File: src/rtl/csel_sub32_pipe_if.sv
// Operand/result stream bundle for csel_sub32_pipe.
// Handshake: a beat moves on a rising edge only when valid && ready are both high;
// a producer holds valid and data steady until that edge, and ready never depends on valid.
interface csel_sub32_pipe_if;
    logic        in_valid;
    logic        in_ready;
    logic [31:0] a;
    logic [31:0] b;
    logic        out_valid;
    logic        out_ready;
    logic [31:0] diff;
    logic        borrow;
    logic        zero;

    modport master (
        output in_valid, a, b, out_ready,
        input  in_ready, out_valid, diff, borrow, zero
    );

    modport slave (
        input  in_valid, a, b, out_ready,
        output in_ready, out_valid, diff, borrow, zero
    );
endinterface

File: src/rtl/csel_sub32_pipe.sv
// Two-stage carry-select 32-bit unsigned subtractor (diff = a - b, borrow, zero).
// Optional build macro CSEL_SUB_SAT_EN: saturate diff to 0 whenever a borrow occurs.
module csel_sub32_pipe (
    input  logic               clk,
    input  logic               rst_n,
    csel_sub32_pipe_if.slave   bus
);

    logic        s1_valid;
    logic        s1_en;
    logic        s2_en;
    logic [15:0] s1_lo;
    logic [15:0] s1_up0;
    logic [15:0] s1_up1;
    logic        s1_c_lo;
    logic        s1_c0;
    logic        s1_c1;

    logic [16:0] lo_sum;
    logic [16:0] up0_sum;
    logic [16:0] up1_sum;

    logic [31:0] sel_diff;
    logic        sel_borrow;
    logic        sel_zero;

    logic        out_valid_q;
    logic [31:0] diff_q;
    logic        borrow_q;
    logic        zero_q;

    // Pipeline advances on an empty or draining slot; ready is a function of state only.
    assign s2_en        = !out_valid_q || bus.out_ready;
    assign s1_en        = !s1_valid || s2_en;
    assign bus.in_ready = s1_en;

    // a - b as a + ~b + 1; carry-out of 1 means no borrow.
    always_comb begin
        lo_sum  = {1'b0, bus.a[15:0]}  + {1'b0, ~bus.b[15:0]}  + 17'd1;
        up0_sum = {1'b0, bus.a[31:16]} + {1'b0, ~bus.b[31:16]};
        up1_sum = {1'b0, bus.a[31:16]} + {1'b0, ~bus.b[31:16]} + 17'd1;
    end

    always_ff @(posedge clk or negedge rst_n) begin
        if (!rst_n) begin
            s1_valid <= 1'b0;
            s1_lo    <= 16'd0;
            s1_up0   <= 16'd0;
            s1_up1   <= 16'd0;
            s1_c_lo  <= 1'b0;
            s1_c0    <= 1'b0;
            s1_c1    <= 1'b0;
        end else if (s1_en) begin
            s1_valid <= bus.in_valid;
            if (bus.in_valid) begin
                s1_lo   <= lo_sum[15:0];
                s1_c_lo <= lo_sum[16];
                s1_up0  <= up0_sum[15:0];
                s1_c0   <= up0_sum[16];
                s1_up1  <= up1_sum[15:0];
                s1_c1   <= up1_sum[16];
            end
        end
    end

    // Lower carry picks which precomputed upper half is the real one.
    always_comb begin
        sel_diff   = {s1_up0, s1_lo};
        sel_borrow = ~s1_c0;
        if (s1_c_lo) begin
            sel_diff   = {s1_up1, s1_lo};
            sel_borrow = ~s1_c1;
        end
`ifdef CSEL_SUB_SAT_EN
        if (sel_borrow) begin
            sel_diff = 32'd0;
        end
`endif
        sel_zero = (sel_diff == 32'd0);
    end

    always_ff @(posedge clk or negedge rst_n) begin
        if (!rst_n) begin
            out_valid_q <= 1'b0;
            diff_q      <= 32'd0;
            borrow_q    <= 1'b0;
            zero_q      <= 1'b0;
        end else if (s2_en) begin
            out_valid_q <= s1_valid;
            if (s1_valid) begin
                diff_q   <= sel_diff;
                borrow_q <= sel_borrow;
                zero_q   <= sel_zero;
            end
        end
    end

    assign bus.out_valid = out_valid_q;
    assign bus.diff      = diff_q;
    assign bus.borrow    = borrow_q;
    assign bus.zero      = zero_q;

endmodule
File: src/flat_wrapper.sv
// flat-port wrapper written by rule: the top's interface ports become plain ports
module csel_sub32_pipe_flat 
  (clk, rst_n, bus_in_valid, bus_a, bus_b, bus_out_ready, bus_in_ready, bus_out_valid, bus_diff, bus_borrow, bus_zero);
  csel_sub32_pipe_if bus_i ();
  input  logic clk;
  input  logic rst_n;
  input wire logic [$bits(bus_i.in_valid)-1:0] bus_in_valid;
  input wire logic [$bits(bus_i.a)-1:0] bus_a;
  input wire logic [$bits(bus_i.b)-1:0] bus_b;
  input wire logic [$bits(bus_i.out_ready)-1:0] bus_out_ready;
  output wire logic [$bits(bus_i.in_ready)-1:0] bus_in_ready;
  output wire logic [$bits(bus_i.out_valid)-1:0] bus_out_valid;
  output wire logic [$bits(bus_i.diff)-1:0] bus_diff;
  output wire logic [$bits(bus_i.borrow)-1:0] bus_borrow;
  output wire logic [$bits(bus_i.zero)-1:0] bus_zero;
  assign bus_i.in_valid = bus_in_valid;
  assign bus_i.a = bus_a;
  assign bus_i.b = bus_b;
  assign bus_i.out_ready = bus_out_ready;
  assign bus_in_ready = bus_i.in_ready;
  assign bus_out_valid = bus_i.out_valid;
  assign bus_diff = bus_i.diff;
  assign bus_borrow = bus_i.borrow;
  assign bus_zero = bus_i.zero;
  csel_sub32_pipe u_core (.clk(clk), .rst_n(rst_n), .bus(bus_i));
endmodule
File: config.mk
export PLATFORM = sky130hd
export DESIGN_NAME = csel_sub32_pipe_flat
export DESIGN_NICKNAME = d
export VERILOG_FILES = /design/src/rtl/csel_sub32_pipe_if.sv /design/src/rtl/csel_sub32_pipe.sv /design/src/flat_wrapper.sv
export SDC_FILE = /design/constraint.sdc
export NUM_CORES = 1
export LEC_CHECK = 0
export BUFFER_PORTS_ARGS = -buffer_cell sky130_fd_sc_hd__clkbuf_2
export CAP_MARGIN = 30
export CORE_MARGIN = 3
export CORE_UTILIZATION = 35
export DETAILED_ROUTE_END_ITERATION = 8
export HOLD_SLACK_MARGIN = 0.1
export PLACE_DENSITY = 0.66
export SLEW_MARGIN = 20
export SYNTH_ARGS = -nofsm -noshare
export SYNTH_HDL_FRONTEND = slang
export SYNTH_SLANG_ARGS = --single-unit
File: constraint.sdc
create_clock -name clk -period 2 [get_ports clk]
set_input_delay 0 -clock clk [delete_from_list [all_inputs] [get_ports clk]]
set_output_delay 0 -clock clk [all_outputs]
set_load 0.02 [all_outputs]
==> results by group, run 1 <==
Timing
  • RSZ-0062 raised after global routing: yes
  • Min cycle time layout: 2.06 ns
  • Worst Tran Pin Value: 0.483 ns
  • Setup Skew: 0.00699 ns
  • Final Hold Viols: 0
  • Max Freq: 486 MHz
  • Final setup TNS: -0.0823 ns
  • Max-Slew Margin vs Limit: 67.0%
  • Worst path setup slack after routing: -0.0578 ns
  • Final worst-path cycle share: 103%
  • Max-slew violations: 0
  • Final number of setup-violating endpoints: 4

Hold path
  • Hold WC Path Type: primary input to register

Route
  • Initial DRC Count: 284
  • WL final: 13000 um
  • Vias per inst: 4.89
  • DR vias: 4737
  • Drt first pass iters: 4
  • Avg WL per Cell: 13.4 um
  • Final ANT Viol Nets: 0
  • DRC viols: 0

Synthesis
  • Yosys cell types: 60
  • Asr flop ratio synth: 100%
  • #FFs+latches synth: 87
  • Most frequent cell after synthesis: nand2_1
  • Most area-consuming cells after synthesis: dfrtp_1, ha_1, nand2_1
  • Number of synthesis warnings: 0
  • Synth top area share: 40.3%
  • Cell taking the most area after synthesis: dfrtp_1
  • Most frequent cells after synthesis: nand2_1, dfrtp_1, o21ai_0
  • Syn nets: 697
  • Register area share after synthesis: 40.3%
  • Syn avg cell area: 9.10 sq um
  • Mapped Area: 5410 sq um
  • Post-synth EDFFs: 0
  • Gate Count Post-Synth: 594
  • Commonest register cell after synthesis: dfrtp_1

Clocking
  • Clock tree buffer depth: 2
  • CTS tree: built
  • CTS root buf: clkbuf_16
  • Clk_lat worst skew: 0.34 ns
  • CTS Sinks: 87
  • H-tree depth: 3
  • Reg clk slew, reported paths: 0.06 ns
  • Cts bufs inserted: 9

Critical path
  • Worst Path Max Fanout: 3
  • Critical Path AT: 2.27 ns
  • CP delay by family, top: simple AND/OR/NAND/NOR gates
  • Critical path class: primary input to register
  • Crit-path slowest cell: or3_4
  • Largest stage delay, worst path: 0.42 ns
  • Worst Setup Start Kind: primary input
  • CP Data Required Time: 2.21 ns
  • Worst path bufs/invs: 2
  • Crit end category: register
  • Worst path cell trace: buf_8 -> inv_8 -> ha_4 -> fa_2 -> a21oi_2 -> o22ai_2 -> nor2_2 -> xor2_2 -> or3_4 -> nor4_4 -> and4_1 -> o31ai_2

Layout
  • # nets final: 883
  • Layout filler cell count: 1426
  • Diode count: 0
  • Area delta synth->final: 37.1%
  • Final Instance Area: 7420 sq um
  • Non-Filler Instances: 969
  • Multi-input gate area: 3270 sq um
  • Register Area: 2180 sq um
  • Share of cells above drive strength 1: 35.4%

Die
  • Top Ports: 104
  • Initial Utilization: 36.5%
  • DIE AREA: 17000 sq um
  • Core Footprint: 14800 sq um
  • Num rows: 44
  • Height of the die: 130 um
  • Die Width: 130 um

GRT
  • Met2 Track Usage GR: 23.6%
  • Top Usage Layer GRT: met2
  • M1 GR Usage: 22.8%
  • Grt met3 use: 2.29%
  • Vias in the first global route: 4443
  • Total grt overflow: 0
  • First-pass GRT wire length: 21200 um
  • Total GRT Usage: 15.5%
  • Largest net degree at the start of global routing: 57
  • Initial antenna violation count: 0

Pwr
  • Comb power frac: 36.4%
  • Worst vdd ir: 0.393 mV
  • Seq pwr share: 38.5%
  • Sw Share: 35.0%
  • Pleak: 3.59 nW
  • Pwr/cell area: 888 nW/um^2
  • Int Power: 4.28 mW
  • Switching power: 2.30 mW
  • Clock Power Share: 25.1%

Placement
  • IO Port Bufs: 103
  • Dpl hpwl: 10200 um
  • Placed cell areas: 6800 sq um
  • Routability cong.: 0.810
  • Number of cells after detailed placement: 938

Run
  • Max-cap viol count: 0

Status
  • Status: complete, but fails checks
  • Failing checks: setup timing
## layout make-up
cell class	instances	share of cell area (%)
Timing Repair Buffer	196	17.1
Multi-Input combinational cell	444	44.2
Clock buffer	9	3.04
Sequential cell	87	29.4
Clock inverter	7	0.979
Tap cell	184	3.10
Inverter	42	2.23
## cells in the final DEF, fill, tap and decap left out, drive strengths merged, types with 14 or more instances in the layout
cell and instances:
clkbuf 109, nand2 99, buf 90, dfrtp 87
o21ai 63, inv 43, ha 33, nor2 27
mux2 18, a21oi 18, xnor2 18, nand3 17
mux2i 16, nor4 15, xor2 14
## path summary, 6_finish.rpt
check	from	to	slack [ns]	cells after the start
max	bus_b[16]	u_core.s1_c1$_DFFE_PN0P_	-0.06	12
min	bus_a[1]	u_core.s1_lo[1]$_DFFE_PN0P_	0.12	4
max reg2reg	u_core.s1_up1[6]$_DFFE_PN0P_	u_core.bus.zero$_DFFE_PN0P_	0.07	6
min reg2reg	u_core.bus.diff[18]$_DFFE_PN0P_	u_core.bus.diff[18]$_DFFE_PN0P_	0.48	2
max in group asynchronous	rst_n	u_core.bus.diff[9]$_DFFE_PN0P_	1.24	3
min in group asynchronous	rst_n	u_core.s1_up0[2]$_DFFE_PN0P_	0.14	2
## what timing repair did
item                       4_1_cts  5_1_grt
hold buffers                     6        0
setup endpoints to repair        6       17
setup buffers                    6        3
pin swaps                       15       17
gates resized for setup         15       28
hold endpoints to repair        92        0
## through the flow
| stage | util (%) | setup slack, ns | power, mW | hold WS, ns |
|---|---|---|---|---|
| after floorplan | - | -0.200 | 3.91 | -0.296 |
| after global placement | 45.9 | -0.413 | 4.80 | -0.0284 |
| after detailed placement | 45.9 | -0.477 | 4.86 | -0.0324 |
| after CTS | 49.0 | -0.0998 | 6.59 | 0.137 |
| after global routing | 50.1 | -0.182 | 7.02 | 0.145 |
| final | 50.1 | -0.0578 | 6.58 | 0.119 |
## cell families (layout without fill, tap and decap cells)
group | Yosys count | after routing | share of synthesized area (%)
simple gates | 207 | 207 | 18.9
compound gates | 136 | 136 | 16.0
flops | 87 | 87 | 40.3
buf+inv | 63 | 254 | 4.44
fa+ha+maj | 35 | 35 | 8.38
mux | 34 | 34 | 6.71
xor+xnor | 32 | 32 | 5.32
## power groups by stage
stage	Combinational, mW	Clock (mW)	Sequential [mW]
final	2.40	1.65	2.53
after global routing	2.66	1.76	2.60
after CTS	2.35	1.69	2.54
after detailed placement	2.29	0	2.57
after global placement	2.26	0	2.54
after floorplan	1.16	0	2.75
## worst reg2reg max path, stage by stage, from the launching register on
cell and delay [ns]:
dfrtp_1 0.38, or4_1 0.54, nor4_2 0.16, buf_4 0.15
nand4b_1 0.17, a2111oi_4 0.35, a21o_1 0.12
## sequential cells by signal, summed over array words and instances (netlist names)
| register | flops |
|---|---|
| u_core.s1_c0 | 1 |
| u_core.bus.zero | 1 |
| u_core.s1_c1 | 1 |
| u_core.bus.out_valid | 1 |
| u_core.s1_c_lo | 1 |
| u_core.bus.diff | 32 |
| u_core.bus.borrow | 1 |
| u_core.s1_lo | 16 |
| u_core.s1_up0 | 16 |
| u_core.s1_up1 | 16 |
| u_core.s1_valid | 1 |
## layer usage
metal	vias up	wire (um)
met3	9	474
met4	0	119
met1	2180	6510
li1	2461	-
met5	-	0
met2	87	5890
Power figures use the tool's default switching activity.
==> run 2, diff against run 1 <==
- ABC_AREA: unset -> 1
- PLACE_DENSITY: 0.66 -> 0.65
==> run 2 against run 1 <==
Compared with the run above:
- the run now ends clean
- count of clock-buffer cells in the layout grew 4
- area after synthesis grew 6.9%
- wire length up 4.7%
- clock skew down 0.0038 ns
- power fell by 3.6%
- non-clock buffer count shrank 65
- sequential power barely moved
- flip-flop and latch count did not move
- fmax rose by 9.1%
==> results by group, run 2 <==
Status
  • Status: complete, no violations

Clocking
  • H-tree depth: 3
  • CTS root buf: clkbuf_16
  • Clk_lat worst skew: 0.33 ns
  • Reg clk slew, reported paths: 0.06 ns
  • CTS tree: built
  • Setup bufs post-CTS: 0
  • Cts bufs inserted: 9
  • CTS Sinks: 87
  • Clock tree buffer depth: 2

Die
  • Height of the die: 135 um
  • Die Width: 135 um
  • Top Ports: 104
  • Initial Utilization: 36.1%
  • Core Footprint: 16000 sq um
  • Num rows: 46
  • DIE AREA: 18100 sq um

Layout
  • Core Util, Final: 43.9%
  • Multi-input gate area: 3020 sq um
  • Share of cells above drive strength 1: 18.7%
  • Max reg flops: 32
  • Layout filler cell count: 1740
  • Diode count: 0
  • # nets final: 1041
  • Register Area: 2180 sq um
  • Non-Filler Instances: 1157
  • Area delta synth->final: 21.4%
  • Commonest cells after routing, fill and taps aside: nand2_1, inv_1, clkbuf_2, dfrtp_1, o21ai_0
  • Commonest non-fill, non-tap cell in the layout: nand2_1

Pwr
  • Pwr/cell area: 904 nW/um^2
  • Worst vdd ir: 0.345 mV
  • Pleak: 3.95 nW

GRT
  • Vias in the first global route: 4859
  • First-pass GRT wire length: 23200 um
  • Total grt overflow: 0
  • Largest net degree at the start of global routing: 49
  • Initial antenna violation count: 0
  • Total GRT Usage: 15.6%

Run
  • Max-cap viol count: 0

Timing
  • Final Hold Viols: 0
  • Worst path setup slack after routing: 0.114 ns
  • Min cycle time layout: 1.89 ns
  • Worst Tran Pin Value: 0.574 ns
  • Max-slew violations: 0
  • Final worst-path cycle share: 94.3%
  • Max-Slew Margin vs Limit: 61.7%
  • Final number of setup-violating endpoints: 0
  • Max Freq: 530 MHz
  • Final setup TNS: 0 ns
  • Setup Skew: 0.00315 ns
  • RSZ-0062 raised after global routing: no
  • Fin Hold WS: 0.118 ns

Synthesis
  • Register area share after synthesis: 37.6%
  • Asr flop ratio synth: 100%
  • Synth top area share: 37.6%
  • Most frequent cells after synthesis: nand2_1, inv_1, dfrtp_1
  • Most area-consuming cells after synthesis: dfrtp_1, nand2_1, inv_1
  • Mapped Area: 5780 sq um
  • Syn avg cell area: 7.09 sq um
  • Syn nets: 919
  • Gate Count Post-Synth: 816
  • #FFs+latches synth: 87
  • Cell taking the most area after synthesis: dfrtp_1
  • Yosys cell types: 37
  • Most frequent cell after synthesis: nand2_1
  • Post-synth EDFFs: 0
  • Number of synthesis warnings: 0
  • Commonest register cell after synthesis: dfrtp_1

Route
  • Metal2 WL: 5350 um
  • Max layer used: met4
  • Initial DRC Count: 266
  • Vias per inst: 4.54
  • DR vias: 5257
  • Final ANT Viol Nets: 0
  • Drt first pass iters: 5
  • WL final: 13600 um
  • Avg WL per Cell: 11.8 um
  • Metal-1 WL: 7390 um
  • WL met3: 677 um
  • DRC viols: 0

Hold path
  • Hold WC Path Type: primary input to register

Placement
  • Routability cong.: 0.850
  • Number of cells after detailed placement: 1138
  • Setup WS pre-CTS: -0.134 ns
  • IO Port Bufs: 103
  • Dpl hpwl: 11000 um

Critical path
  • CP delay by family, top: buffers and inverters
  • Worst path bufs/invs: 2
  • CP Data Required Time: 2.26 ns
  • Worst Path Max Fanout: 4
  • Largest stage delay, worst path: 0.55 ns
  • Crit end category: register
  • Critical path class: primary input to register
  • Critical Path AT: 2.15 ns
  • Worst path cell trace: dlygate4sd3_1 -> clkbuf_2 -> fa_1 -> o21ai_1 -> a21oi_1 -> nor2_1 -> o22ai_1 -> or2_2 -> a31oi_1
  • Worst Setup Start Kind: primary input
  • Crit-path slowest cell: dlygate4sd3_1
==> run 2: cell types whose count changed after synthesis, moves of 10 or more <==
cell     delta
inv_1      +91
mux2_2     -18
mux2i_1    -14
nand2_1   +168
nand2_2    +16
nand3_1    +30
nand4_1    +12
nor2_1     +11
xnor2_1    -13
xor2_1     -10
==> run 2: logic make-up (layout without fill, tap and decap cells) <==
group                    Yosys count  after routing  share of synthesized area, %
AO/OA/AOI/OAI                    112            112                          10.8
XOR/XNOR                           8              8                          1.21
flip-flops                        87             87                          37.6
multiplexers                       2              2                         0.346
adder cells (fa/ha/maj)           35             35                          7.83
AND/OR/NAND/NOR                  417            417                          32.0
buffers and inverters            155            280                          10.1
==> run 2: per-layer routing <==
metal | vias to the layer above | track usage, %
met5 | - | 0
met4 | 0 | 4.58
met3 | 11 | 2.20
met2 | 117 | 21.8
met1 | 2304 | 24.6
li1 | 2825 | -
==> run 2: what timing repair did <==
action | CTS | global route
setup endpoints to repair | 0 | 2
endpoints found under the hold margin | 76 | 0
hold buffers | 5 | 0
resized for setup | 0 | 1
==> run 2: stage by stage <==
stage | instance area (sq um) | power (mW)
6_report | 7020 | 6.34
5_1_grt | 7020 | 6.86
4_1_cts | 7020 | 6.43
3_5_place_dp | 6700 | 4.89
3_3_place_gp | 6700 | 4.85
2_1_floorplan | 5780 | 4.05
==> run 2: final timing paths <==
kind / from / endpoint / slack (ns) / depth (start not counted)
worst min register to register: u_core.bus.diff[20]$_DFFE_PN0P_ / u_core.bus.diff[20]$_DFFE_PN0P_ / 0.47 / 2
max in group asynchronous: rst_n / u_core.bus.diff[25]$_DFFE_PN0P_ / 1.22 / 3
worst max register to register: u_core.s1_c_lo$_DFFE_PN0P_ / u_core.bus.zero$_DFFE_PN0P_ / 0.43 / 9
worst max-delay path: bus_b[1] / u_core.s1_lo[10]$_DFFE_PN0P_ / 0.11 / 9
min in group asynchronous: rst_n / u_core.s1_up0[1]$_DFFE_PN0P_ / 0.17 / 2
worst min-delay path: bus_a[1] / u_core.s1_lo[1]$_DFFE_PN0P_ / 0.12 / 4
==> run 2: worst min-delay path, cell delays in order <==
cell and delay, ns:
clkbuf_2 0.09, inv_1 0.07, fa_1 0.16, o21ai_0 0.08
==> run 2: area by class of cell <==
type	count	share of cell area (%)
clock buffer	13	3.71
clock inverter	1	0.0713
inverter	135	7.22
multi-input combinational	574	43.0
sequential	87	31.0
tap	216	3.85
timing repair buffer	131	11.1
==> run 2: power by group <==
group          internal [mW]  switching, mW  total [mW]
logic                  0.835           1.50        2.33
clock network          0.893          0.616        1.51
registers               2.24          0.260        2.50
